File: config.mk
export PLATFORM = sky130hd
export DESIGN_NAME = acia_brgen_nco
export DESIGN_NICKNAME = d
export VERILOG_FILES = /design/src/rtl/acia_brgen_nco.sv
export SDC_FILE = /design/constraint.sdc
export NUM_CORES = 1
export LEC_CHECK = 0
export CORE_ASPECT_RATIO = 0.6
export CORE_MARGIN = 1
export CORE_UTILIZATION = 44
export DETAILED_ROUTE_END_ITERATION = 16
export DONT_BUFFER_PORTS = 1
export PLACE_DENSITY = 0.62
export SYNTH_ARGS = -nofsm -noshare
export SYNTH_HDL_FRONTEND = slang
export SYNTH_SLANG_ARGS = --single-unit
File: constraint.sdc
create_clock -name XTLI -period 3.4 [get_ports XTLI]
set_input_delay 0.17 -clock XTLI [delete_from_list [all_inputs] [get_ports XTLI]]
set_output_delay 0.17 -clock XTLI [all_outputs]
set_load 0.005 [all_outputs]
File: src/rtl/acia_brgen_nco.sv
// acia_brgen_nco -- phase-accumulator baud-rate generator for the ACIA.
// Produces a 16x oversample strobe (TICK16), a bit strobe (TICK1) and a
// baud-rate square wave (BCLK) from any XTLI frequency. R_SBR selects a
// 6551 rate; R_SBR = 0 selects a programmable increment when the
// ACIA_BRGEN_CUST_EN macro is defined, and gives no ticks otherwise.
// Any change of rate (or a custom write while custom is selected) clears
// the phase so the shifters start from a clean bit boundary.

module acia_brgen_nco #(
   parameter int unsigned CLK_HZ = 12000000,
   parameter int unsigned ACC_W  = 24
) (
   input  logic             XTLI,
   input  logic             RESET,
   input  logic [3:0]       R_SBR,
   input  logic [ACC_W-1:0] CUST_INC,
   input  logic             CUST_WE,
   output logic             TICK16,
   output logic             TICK1,
   output logic             BCLK
);

   // Phase increment for a rate given in centibaud, rounded half-up.
   function automatic logic [ACC_W-1:0] calc_inc(input longint unsigned cb);
      longint unsigned num;
      longint unsigned den;
      num = ((cb * 64'd16) << ACC_W) + (64'(CLK_HZ) * 64'd50);
      den = 64'(CLK_HZ) * 64'd100;
      return ACC_W'(num / den);
   endfunction

   // Power-on custom increment: 115200 baud at this clock, rounded.
   function automatic logic [ACC_W-1:0] calc_cust_rst();
      longint unsigned num;
      num = ((64'd115200 * 64'd16) << ACC_W) + (64'(CLK_HZ) / 64'd2);
      return ACC_W'(num / 64'(CLK_HZ));
   endfunction

   // Entry 0 is unused here; R_SBR = 0 is resolved separately.
   localparam logic [ACC_W-1:0] INC_TABLE [16] = '{
      '0,
      calc_inc(64'd5000),    calc_inc(64'd7500),    calc_inc(64'd10992),
      calc_inc(64'd13458),   calc_inc(64'd15000),   calc_inc(64'd30000),
      calc_inc(64'd60000),   calc_inc(64'd120000),  calc_inc(64'd180000),
      calc_inc(64'd240000),  calc_inc(64'd360000),  calc_inc(64'd480000),
      calc_inc(64'd720000),  calc_inc(64'd960000),  calc_inc(64'd1920000)
   };

   localparam logic [ACC_W-1:0] CUST_RST = calc_cust_rst();
   localparam logic [ACC_W-1:0] INC_MAX  = {1'b1, {(ACC_W-1){1'b0}}};

   logic [3:0]       r_sbr_q;
   logic [ACC_W-1:0] acc_q;
   logic [3:0]       sub_q;
   logic [ACC_W-1:0] inc_sel;
   logic [ACC_W-1:0] inc_active;
   logic [ACC_W:0]   acc_sum;
   logic             carry;
   logic             resync;

`ifdef ACIA_BRGEN_CUST_EN
   logic [ACC_W-1:0] cust_q;

   // Custom increment register, writable regardless of the current rate.
   always_ff @(posedge XTLI or negedge RESET) begin
      if (!RESET)
         cust_q <= CUST_RST;
      else if (CUST_WE)
         cust_q <= CUST_INC;
   end

   // A new custom value while custom is selected restarts the phase.
   always_comb begin
      resync = (R_SBR != r_sbr_q) || (CUST_WE && (R_SBR == 4'd0));
   end

   // Table lookup, with slot 0 taken from the custom register.
   always_comb begin
      inc_sel = INC_TABLE[r_sbr_q];
      if (r_sbr_q == 4'd0)
         inc_sel = cust_q;
   end
`else
   logic unused_cust;

   assign unused_cust = ^{CUST_INC, CUST_WE, CUST_RST};

   // Only a rate change restarts the phase when no custom register exists.
   always_comb begin
      resync = (R_SBR != r_sbr_q);
   end

   // Table lookup; slot 0 holds zero so R_SBR = 0 stays silent.
   always_comb begin
      inc_sel = INC_TABLE[r_sbr_q];
   end
`endif

   // Clamp so a carry can occur at most every other cycle, then accumulate.
   always_comb begin
      inc_active = inc_sel;
      if (inc_sel > INC_MAX)
         inc_active = INC_MAX;
      acc_sum = {1'b0, acc_q} + {1'b0, inc_active};
      carry   = acc_sum[ACC_W];
   end

   // Phase, sub-bit counter and registered strobes; resync clears them all.
   always_ff @(posedge XTLI or negedge RESET) begin
      if (!RESET) begin
         r_sbr_q <= 4'd0;
         acc_q   <= '0;
         sub_q   <= 4'd0;
         TICK16  <= 1'b0;
         TICK1   <= 1'b0;
         BCLK    <= 1'b0;
      end else if (resync) begin
         r_sbr_q <= R_SBR;
         acc_q   <= '0;
         sub_q   <= 4'd0;
         TICK16  <= 1'b0;
         TICK1   <= 1'b0;
         BCLK    <= 1'b0;
      end else begin
         acc_q  <= acc_sum[ACC_W-1:0];
         TICK16 <= carry;
         TICK1  <= carry && (sub_q == 4'd15);
         if (carry) begin
            sub_q <= sub_q + 4'd1;
            if ((sub_q == 4'd15) || (sub_q == 4'd7))
               BCLK <= ~BCLK;
         end
      end
   end

endmodule
==> impl_metrics.yaml <==
floorplanning:
  ioPinCount: 34
  die_w_um: 108
  core_um2: 6300
  start_util: 0.472
  num_rows: 22
  die_h_um: 65.7
  die_area_um2: 7100
clock_tree:
  clkLatencyLatePin_ns: 0.31
  cts_sinks: 35
  ctsLongestPathBuffers: 2
  h-tree-depth: 2
  cts_tree: "built"
  clk_pin_slew_ns: 0.09
  cts_root_buffer: "clkbuf_8"
  cts_buffers: 5
grt:
  grt_max_degree: 36
  gr-max-usage-layer: "met1"
  globalRouteTotalUtil: 0.236
  antenna_found_initial: 0
  grt_first_pass_wirelength_um: 12600
  grt_util_met2: 0.288
  met1_usage: 0.396
  overflow: 0
  grt_pass1_vias: 2355
  met3_usage: 0.0486
synth:
  syn_nets: 408
  avgSynthCellArea_um2: 8.57
  netlist_area_um2: 2970
  synth_top_area_share: 0.295
  synth_ff_type: "dfrtp_1"
  yosysMostFrequentCell: "dfrtp_1"
  yosysTopAreaCell: "dfrtp_1"
  seq_area_frac_synth: 0.295
  synth_warnings: 0
  ys_async_sr_fraction: 1.00
  synth_edf_count: 0
  post_synth_num_cell_types: 58
  ys_seq_elements: 35
  synthTopCellsByArea: "dfrtp_1, ha_1, nand2_1"
  synth.cells.most_frequent: "dfrtp_1, nand2_1, ha_1"
  syn_inst: 347
finish:
  drive_gt1_frac: 0.107
  post-route-util: 0.520
  nets: 414
  fill_cells: 612
  area_delta_synth_final_pct: 10.2
  num_antenna_cells: 0
critical_path:
  crit_fanout: 6
  rr_endpoint: "acc_q[21]"
  endpoint_kind: "flop"
  crit_required_ns: 3.58
  critPathKind: "flop to flop"
  reg2reg_slack_ns: 0.26
  critPathArrivalTime_ns: 3.32
  cp-startpoint: "r_sbr_q[0]"
  r2r_cells: 10
  crit_path_start_kind: "flop"
  cp-endpoint: "acc_q[21]"
  timing.rr.start: "r_sbr_q[0]"
routing:
  routed_via_density: 6.04
  wirelength_um: 7540
  num_vias: 2646
  post_drt_wl_per_cell_um: 17.2
  drtPass1Iterations: 5
  drc: 0
  drt_iter0_markers: 306
  drtAntennaViolNets: 0
sta:
  tightest_slew_ns: 0.734
  fin_crit_sh: 0.925
  finalMaxSlewViolations: 0
  min_period_ns: 3.14
  fmax_mhz: 318
  slew_headroom: 0.511
  finalSetupTns_ns: 0
  hold_viol: 0
  rsz0062_at_grt: "no"
  setup_viol: 0
  fin_ws_ns: 0.256
  skew_ns: 0.0175
  finalHoldWorstSlack_ns: 0.309
pwr:
  swShare: 0.319
  power_leakage_uw: 0.00145
  power_frac_comb: 0.241
  p_int_uw: 743
  vdd_drop_max_mv: 0.182
  p_sw_uw: 348
  p_clk_frac: 0.365
  p_per_area_nw_per_um2: 333
  pwr-share-seq: 0.393
hold_path:
  hp-class: "input pin to asynchronous set/reset pin"
placed_design:
  port_buffers: 0
  hpwl_um: 5580
  place_ws_ns: 0.214
  gp_congestion: 0.897
outcome:
  status: "complete, no violations"
flow_run:
  cap_viol_max_count: 0
==> registers in the layout, indices dropped and copies added, names as in the netlist <==
name,count
acc_q,24
sub_q,4
BCLK,1
r_sbr_q,4
TICK16,1
TICK1,1
==> through the flow <==
stage          area (um2)  std cells  power, uW
3_3_place_gp         3080        424        674
3_5_place_dp         3080        424        677
6_report             3280        438       1090
2_1_floorplan        2970        347        622
5_1_grt              3280        438       1150
4_1_cts              3260        438       1090
==> routing by layer <==
layer  vias to the layer above  wire length (um)  share of wire
met5                         -                 0              0
li1                       1270                 -              -
met4                         0                68         0.0090
met3                         9               548          0.073
met1                      1267              4170           0.55
met2                       100              2740           0.36
==> power by group through the flow <==
| stage | registers (uW) | logic (uW) | clock network, uW |
|---|---|---|---|
| 6_report | 430 | 264 | 399 |
| 3_5_place_dp | 438 | 240 | 0 |
| 5_1_grt | 431 | 292 | 427 |
| 4_1_cts | 429 | 258 | 408 |
| 2_1_floorplan | 437 | 185 | 0 |
| 3_3_place_gp | 437 | 236 | 0 |
==> cells by family after synthesis <==
family	share of synthesized area
DFF	0.295
and+or+nand+nor	0.210
adders and majority gates	0.129
buffers and inverters	0.0446
xor gates and xnor gates	0.0412
muxes	0.0446
AOI/OAI and AO/OA	0.237
==> cell usage in the layout, fill, tap and decap left out, types with 10 or more instances in the layout <==
| cell | netlist | final |
|---|---|---|
| dfrtp_1 | 35 | 35 |
| nand2_1 | 34 | 34 |
| ha_1 | 29 | 28 |
| a21oi_1 | 25 | 25 |
| nor2_1 | 24 | 24 |
| o21ai_0 | 19 | 19 |
| nand3_1 | 14 | 14 |
| inv_1 | 12 | 12 |
| nor3_1 | 12 | 12 |
| mux2i_1 | 11 | 11 |
| buf_4 | 1 | 11 |
| xnor2_1 | 10 | 10 |
==> layout make-up <==
class                   instances  area [um2]  share of cell area
well taps                      84         105              0.0321
repair buffers                 17         153              0.0466
clock inverters                 3        43.8              0.0134
inverters                      14        52.6              0.0160
multi-input cells             280        1980               0.604
flip-flops and latches         35         876               0.267
clock buffers                   5        68.8              0.0210
==> critical path, cell delays in order, from the launching register on <==
cell	delay, ns
dfrtp_1	0.36
inv_1	0.08
ha_1	0.39
mux4_2	0.57
ha_1	0.43
nand2_1	0.07
o21ai_1	0.27
a21oi_2	0.12
a2111oi_4	0.47
o211ai_2	0.12
mux2i_1	0.13
==> worst min path at each step <==
stage	start	endpoint	slack [ns]	depth (start not counted)
after floorplan	RESET	BCLK	-0.13	0
after global placement	RESET	acc_q[7]	-0.12	0
after detailed placement	RESET	acc_q[7]	-0.12	0
after CTS	RESET	acc_q[1]	0.31	2
after global routing	RESET	acc_q[1]	0.34	2
final	RESET	acc_q[1]	0.31	2
==> repair_timing <==
action,4_1_cts,5_1_grt
hold endpoints to repair,39,0
gates resized for setup,0,3
hold buffers,6,0
setup endpoints to repair,0,6
setup buffers,0,0
No activity file was read; power rests on OpenSTA's default activity.
